## src/rtl/fp_vec_accel.sv

```systemverilog
// In-place FP32 vector engine: square, scale-by-COEF or copy over DEPTH words.
// Define FP_VEC_ACCEL_ROUND_EN for round-to-nearest-even; otherwise the mantissa is truncated.
module fp_vec_accel #(
  parameter int unsigned DEPTH = 16,
  parameter int unsigned AW    = $clog2(DEPTH)
) (
  input  logic        clk,
  input  logic        rst,
  input  logic        wen,
  input  logic        start,
  input  logic [1:0]  mode,
  input  logic [31:0] addr,
  input  logic [31:0] din,
  output logic [31:0] dout,
  output logic        bsy,
  output logic        done
);

  typedef enum logic [1:0] {StIdle, StRun, StFlush} state_e;

  state_e        state_q, state_d;
  logic [AW-1:0] cnt_q, cnt_d;
  logic [1:0]    mode_q, mode_d;
  logic [31:0]   coef_run_q, coef_run_d;
  logic          s1_vld_q, s1_vld_d;
  logic [AW-1:0] s1_idx_q, s1_idx_d;
  logic [31:0]   s1_x_q, s1_x_d;
  logic [31:0]   dout_q, dout_d;
  logic          done_q, done_d;

  logic [31:0] mem_q [DEPTH];
  logic [31:0] coef_q;

  logic          hit_word, hit_coef, host_we, wb_en;
  logic [AW-1:0] idx;
  logic [31:0]   f_res;
  logic          unused_addr;

  assign unused_addr = ^addr[1:0];
  assign idx      = addr[AW+1:2];
  assign hit_word = (addr[31:AW+2] == '0);
  assign hit_coef = (addr[31:2] == 30'(DEPTH));
  assign bsy      = (state_q != StIdle);
  assign host_we  = wen & ~bsy & ~rst;
  assign wb_en    = s1_vld_q & ~rst;
  assign dout     = dout_q;
  assign done     = done_q;

  function automatic logic [31:0] fp_mul(input logic [31:0] a, input logic [31:0] b);
    logic              sign;
    logic [7:0]        ea, eb;
    logic [47:0]       prod;
    logic [22:0]       mant;
    logic signed [9:0] exp;
    logic [31:0]       res;
`ifdef FP_VEC_ACCEL_ROUND_EN
    logic              guard, sticky, carry;
`endif
    sign = a[31] ^ b[31];
    ea   = a[30:23];
    eb   = b[30:23];
    prod = 48'({1'b1, a[22:0]}) * 48'({1'b1, b[22:0]});
    exp  = $signed({2'b00, ea}) + $signed({2'b00, eb}) - 10'sd127;
    if (prod[47]) begin
      mant = prod[46:24];
      exp  = exp + 10'sd1;
    end else begin
      mant = prod[45:23];
    end
`ifdef FP_VEC_ACCEL_ROUND_EN
    guard  = prod[47] ? prod[23] : prod[22];
    sticky = prod[47] ? (|prod[22:0]) : (|prod[21:0]);
    carry  = 1'b0;
    if (guard && (sticky || mant[0])) begin
      {carry, mant} = {1'b0, mant} + 24'd1;
    end
    // Mantissa overflow wraps to zero, i.e. 1.0 * 2^(exp+1)
    if (carry) begin
      exp = exp + 10'sd1;
    end
`endif
    if (ea == 8'h00 || eb == 8'h00) begin
      res = {sign, 31'd0};
    end else if (ea == 8'hFF || eb == 8'hFF) begin
      res = {sign, 8'hFF, 23'd0};
    end else if (exp >= 10'sd255) begin
      res = {sign, 8'hFF, 23'd0};
    end else if (exp <= 10'sd0) begin
      res = {sign, 31'd0};
    end else begin
      res = {sign, exp[7:0], mant};
    end
    return res;
  endfunction

  always_comb begin
    unique case (mode_q)
      2'd0:    f_res = fp_mul(s1_x_q, s1_x_q);
      2'd1:    f_res = fp_mul(s1_x_q, coef_run_q);
      default: f_res = s1_x_q;
    endcase
  end

  always_comb begin
    state_d    = state_q;
    cnt_d      = cnt_q;
    mode_d     = mode_q;
    coef_run_d = coef_run_q;
    s1_vld_d   = 1'b0;
    s1_idx_d   = s1_idx_q;
    s1_x_d     = s1_x_q;
    done_d     = 1'b0;
    unique case (state_q)
      StIdle: begin
        if (start) begin
          state_d    = StRun;
          cnt_d      = '0;
          mode_d     = mode;
          // A COEF write in the same cycle as start must be seen by this run
          coef_run_d = (host_we && hit_coef) ? din : coef_q;
        end
      end
      StRun: begin
        s1_vld_d = 1'b1;
        s1_idx_d = cnt_q;
        s1_x_d   = mem_q[cnt_q];
        cnt_d    = cnt_q + 1'b1;
        if (cnt_q == AW'(DEPTH - 1)) begin
          state_d = StFlush;
        end
      end
      StFlush: begin
        state_d = StIdle;
        done_d  = 1'b1;
      end
      default: state_d = StIdle;
    endcase

    // Gate on next state so dout is already zero in the first busy cycle
    dout_d = '0;
    if (state_d == StIdle) begin
      if (hit_word) begin
        dout_d = mem_q[idx];
      end else if (hit_coef) begin
        dout_d = coef_q;
      end
    end
  end

  always_ff @(posedge clk) begin
    if (rst) begin
      state_q    <= StIdle;
      cnt_q      <= '0;
      mode_q     <= 2'd0;
      coef_run_q <= '0;
      s1_vld_q   <= 1'b0;
      s1_idx_q   <= '0;
      s1_x_q     <= '0;
      dout_q     <= '0;
      done_q     <= 1'b0;
    end else begin
      state_q    <= state_d;
      cnt_q      <= cnt_d;
      mode_q     <= mode_d;
      coef_run_q <= coef_run_d;
      s1_vld_q   <= s1_vld_d;
      s1_idx_q   <= s1_idx_d;
      s1_x_q     <= s1_x_d;
      dout_q     <= dout_d;
      done_q     <= done_d;
    end
  end

  // Storage is intentionally unreset; host writes and write-backs never overlap.
  always_ff @(posedge clk) begin
    if (host_we && hit_word) begin
      mem_q[idx] <= din;
    end
    if (wb_en) begin
      mem_q[s1_idx_q] <= f_res;
    end
    if (host_we && hit_coef) begin
      coef_q <= din;
    end
  end

endmodule

```

## config.mk

```make
export PLATFORM = sky130hd
export DESIGN_NAME = fp_vec_accel
export DESIGN_NICKNAME = d
export VERILOG_FILES = /design/src/rtl/fp_vec_accel.sv
export SDC_FILE = /design/constraint.sdc
export NUM_CORES = 2
export LEC_CHECK = 0
export CAP_MARGIN = 5
export CORE_UTILIZATION = 44
export CTS_CLUSTER_DIAMETER = 100
export CTS_CLUSTER_SIZE = 24
export DETAILED_ROUTE_END_ITERATION = 10
export PLACE_DENSITY = 0.69
export SLEW_MARGIN = 10
export SYNTH_ARGS = -nofsm -noshare
export SYNTH_HDL_FRONTEND = slang
export SYNTH_SLANG_ARGS = --single-unit
```

## constraint.sdc

```tcl
create_clock -name clk -period 13.32 [get_ports clk]
set_clock_uncertainty 0.05 [all_clocks]
set_input_delay 2.664 -clock clk [delete_from_list [all_inputs] [get_ports clk]]
set_output_delay 2.664 -clock clk [all_outputs]
set_load 0.005 [all_outputs]
```

; Yosys cells after proc, flatten, opt, wreduce, memory -nomap -nowiden
; Memories as Yosys holds them, arrays and structs flattened. A register that Yosys moved wholly into a read port is not among the register bits.
; Cells that the tools add are included.
; W data, S select, Z words.
[totals]
mem_count = 1
input_bits = 70
mem_bits_rw = 512
reg_bits = 110
wordCells = 82
output_inout_bits = 34
[classes]
bitwise = 7
n_reduce_logical = 15
addsub = 7
n_eq_ne = 8
n_mul = 2
n_lt_le_gt_ge = 4
mux = 29
[memory_table]
columns = memory, depth, word_bits, rd, rd_clocked_by_memory_dff, write_ports, line_no
row1 = mem_q, 16, 32, 2, 1, 2, 31  ; logic [31:0] mem_q [DEPTH];
[ops]
columns = cell, count
row1 = $mux W31, 8
row2 = $mul A24 B24 Y48, 2
row3 = $mux W32, 3
row4 = $pmux W32 S2, 1
row5 = $mux W23, 2
row6 = $mux W10, 4
row7 = $eq A30 B5 Y1 const B, 1
row8 = $logic_not A26 Y1, 1
row9 = $add A10 B2 Y10 const B, 2
row10 = $ge A10 B9 Y1 const B, 2
row11 = $le A10 B1 Y1 const B, 2
row12 = $sub A9 B7 Y10 const B, 2
row13 = $add A8 B8 Y9, 2
row14 = $eq A8 B8 Y1 const B, 2
row15 = $logic_not A8 Y1, 2
row16 = $pmux W4 S2, 1
row17 = $logic_not A2 Y1, 3
row18 = $mux W1, 6
row19 = $add A4 B1 Y4 const B, 1
row20 = $eq A2 B1 Y1 const B, 2
row21 = $eq A4 B4 Y1 const B, 1
row22 = $mux W2, 2
row23 = $mux W4, 1
row24 = $pmux W2 S2, 1
row25 = 10 further kinds, 18

; Depth between registers and ports, before layout
[logic_depth]
depth_word = 11
mapped_depth = 41
depth_no_buf = 32

; Worst setup path before layout
; OpenSTA, ideal clock, no wires.
[synth_path]
path_kind = flip-flop to flip-flop
startpoint = register s1_x_q[11], read port of mem_q
endpoint = memory mem_q[0][12] (data pin)
t_required_ps = 13003
stages_incl_launch_ff = 36
setup_ps = 267
t_arrival_ps = 9343
slack_ps = 3660
synth_period_minus_slack_ps = 9660
path_buffers = 8
path_cell_list = dfxtp_1 > clkbuf_1 > clkbuf_1 > nand2_1 > fa_1 > inv_1 > fa_1 > inv_1 > fa_1 > inv_1 > fa_1 > fa_1 > fa_1 > inv_1 > fa_1 > inv_1 > ha_1 > nand2_1 > nor4_1 > nand3_1 > or4b_4 > a31oi_2 > buf_4 > nor2_4 > inv_2 > buf_2 > buf_1 > clkbuf_1 > ha_1 > nand2_1 > o41ai_1 > buf_2 > nor3_2 > a222oi_1 > clkbuf_1 > o21ai_0
[synth_lines]
columns = element, line_no
row1 = start: declaration, 27  ; logic [31:0] s1_x_q, s1_x_d;
row2 = end: declaration, 31

==> flow_metrics.tcl <==
set metrics [dict create \
    area_growth_pct 5.922 \
    die_y_um 401.9 \
    die_w_um 401.9 \
    clockRootBuffer "clkbuf_16" \
    critPathArrivalTime_ns 11.71 \
    synth_seq_cells 654 \
    tns_ns 0 \
    tritoncts "yes" \
    ys_types 91 \
    ios 104 \
    tightest_slew_ns 1.315 \
    max_slew_margin 0.1200 \
    post_cts_buffers 0 \
    min_period_ns 11.47 \
    place_congestion 0.9409 \
    synth_flop_cell "edfxtp_1" \
    layout_worst_path_cycle_share 0.8609 \
    syn_nets 8281 \
    ys_warn_count 0 \
    path_clk_slew_ns 0.11 \
    fp.coreArea_sq_um 158600 \
    maxCapViolCount 0 \
    antenna_found_initial 18 \
    rsz0062_at_grt "no" \
    p_int_w 0.003135 \
    hold_viol_final 0 \
    p_per_area_nw_per_um2 61.29 \
    r2r-start "s1_x_q[17]" \
    cts.sinks 654 \
    postSynthCellCount 6940 \
    holdPathEnd "dout[30]" \
    holdBufCountCts 0 \
    ctsResizeCount 0 \
    hold_depth 2 \
    power_frac_clock 0.271 \
    grt_overflow 0 \
    status "completed" \
    p_comb_frac 0.237 \
    reg2regPathDepth 31 \
    hpwl_um 149600 \
    nets 8070 \
    p_sw_frac 0.3137 \
    fmax_mhz 87.20 \
    r2r_end "mem_q[6][0]" \
    cp-start-kind "register" \
    finalMaxSlewViolations 0 \
    reg2reg_slack_ns 1.85 \
    viasPerCell 5.923 \
    seq_area_frac_synth 0.2589 \
    drcViolationCount 0 \
    dieArea_sq_um 161500 \
    numCtsBuffers 34 \
    hold_ws_ns 0.4099 \
    slowest_delay_ns 0.77 \
    wl_per_cell_um 24.50 \
    fp-row-count 146 \
    synth.most_common_cell "inv_1" \
    drive_gt1_frac 0.1063 \
    synth_area_leaders "fa_1 26%, edfxtp_1 22%, mux4_2 10%" \
    ir_worst_vdd_uv 102.4 \
    power_frac_seq 0.491 \
    grt_pass1_vias 54180 \
    avgSynthCellArea_sq_um 10.14 \
    yosysTopAreaCellShare 0.2575 \
    cts_buffer_depth 3 \
    ant_nets 0 \
    fillerInstances 14450 \
    grt_usage 0.2700 \
    end_kind "register" \
    synth-edff-count 512 \
    critical_path_required_ns 13.57 \
    hold_class "register to register" \
    async_flop_share 0 \
    worstHoldStart "coef_q[30]" \
    setup_violations 0 \
    crit_type "register to register" \
    synth_common_cells "1173 x inv_1, 1087 x nand2_1, 905 x fa_1, 512 x edfxtp_1, 450 x o21ai_0" \
    drt_iter0_drc 6096 \
    yosys.area.top_type "fa_1" \
    worstSkewPairLatency_ns 0.60 \
    dr.pass1.iters 8 \
    port_buffers 101 \
    wl_um 216400 \
    crit_slowest_cell "dfxtp_2" \
    grt_pass1_wl_um 329600 \
    critical_path.max_fanout 41 \
    via_count 52310 \
    grt_max_degree 61 \
    syn_area_sq_um 70360 \
    leakagePower_nw 32.00 \
    p_sw_w 0.001433 \
    ctsHtreeMaxLevel 2 \
    start_util 0.4437 \
]
stage by stage:
step / setup WS [ns] / instances / utilization / power [W] / cell area, sq um
detailed placement: 2.069 / 8765 / 0.4634 / 0.003350 / 73470
floorplan: 3.660 / 6940 / - / 0.003004 / 70360
finish: 1.852 / 8832 / 0.4700 / 0.004568 / 74530
global placement: 2.311 / 8765 / 0.4633 / 0.003330 / 73470
global route: 1.330 / 8830 / 0.4700 / 0.004729 / 74520
CTS: 2.028 / 8826 / 0.4699 / 0.004548 / 74510
worst max-delay path: cells and delay by family, from the launching register on:
| kind | cells | cell delay, ns |
|---|---|---|
| flip-flops | 1 | 0.77 |
| buffers and inverters | 9 | 1.83 |
| AO/OA/AOI/OAI | 6 | 2.44 |
| AND/OR/NAND/NOR | 7 | 1.97 |
| adder cells (fa/ha/maj) | 9 | 4.06 |
power groups by stage:
stage | Combinational [W] | Sequential, W | Clock (W)
floorplan | 0.000744 | 0.00226 | 0
global placement | 0.00104 | 0.00229 | 0
detailed placement | 0.00106 | 0.00229 | 0
CTS | 0.00107 | 0.00224 | 0.00124
global route | 0.00118 | 0.00225 | 0.00130
finish | 0.00108 | 0.00224 | 0.00124
flip-flops by register name (all words and copies together), names as in the netlist:
register and count:
mode_q 2, s1_x_q 32, s1_vld_q 1, done 1, coef_run_q 32, mem_q 512
s1_idx_q 4, cnt_q 4, dout 32, state_q 2, coef_q 32
worst max path at each step:
stage,startpoint,endpoint,slack (ns),cells past startpoint
after global routing,s1_x_q[17],mem_q[6][0],1.33,31
after global placement,s1_x_q[17],mem_q[13][4],2.31,31
after detailed placement,s1_x_q[17],mem_q[8][4],2.07,31
final,s1_x_q[17],mem_q[6][0],1.85,31
after CTS,s1_x_q[17],mem_q[6][0],2.03,31
after floorplan,s1_x_q[11],mem_q[0][12],3.66,35
cell usage in the layout (no fill, tap or decap), types with 22 or more instances in the layout:
cell             synthesis  routed
dfxtp_1                142     117
fa_1                   905     905
nand2_1               1087    1076
xor2_1                  25      25
nor2_1                 322     319
xnor2_1                 53      53
mux2_2                 106     106
clkdlybuf4s50_1          0      96
a21o_1                  36      36
clkbuf_16                0      35
mux4_2                 320     320
nand3_1                 35      31
and2_1                 219     219
nand2b_1                46      45
dfxtp_2                  0      23
ha_1                   366     366
a31oi_1                 29      29
buf_4                    3     142
o21ai_0                450     433
nor3_1                  34      30
nand4_1                 22      22
o31ai_1                 24      23
mux2i_1                 30      30
edfxtp_1               512     512
a21oi_1                227     227
inv_1                 1173    1173
cell type report:
class | instances | area (sq um) | share of cell area
antenna | 6 | 15.01 | 0.0002015
clock buffer | 56 | 954.7 | 0.01281
clock inverter | 5 | 86.33 | 0.001158
inverter | 1182 | 4437 | 0.05953
multi-input combinational | 4615 | 46130 | 0.6189
sequential | 654 | 18250 | 0.2449
tap | 2072 | 2592 | 0.03479
timing repair buffer | 242 | 2062 | 0.02767
cell families after synthesis:
group / count (synthesis) / synth area share
AND/OR/NAND/NOR: 1857 / 0.1150
buffers and inverters: 1671 / 0.08984
adder cells (fa/ha/maj): 1271 / 0.3226
AO/OA/AOI/OAI: 943 / 0.07871
flip-flops: 654 / 0.2589
multiplexers: 466 / 0.1253
XOR/XNOR: 78 / 0.009709
metal layers:
layer  GRT usage  up-vias  wire length, um
li1            -    22280                -
met1      0.3539    26370            79040
met2      0.4358     3052           100600
met3     0.04709      596            24570
met4      0.1274       10            12090
met5           0        -               71
Note: power is estimated with default switching activity, not from simulation.
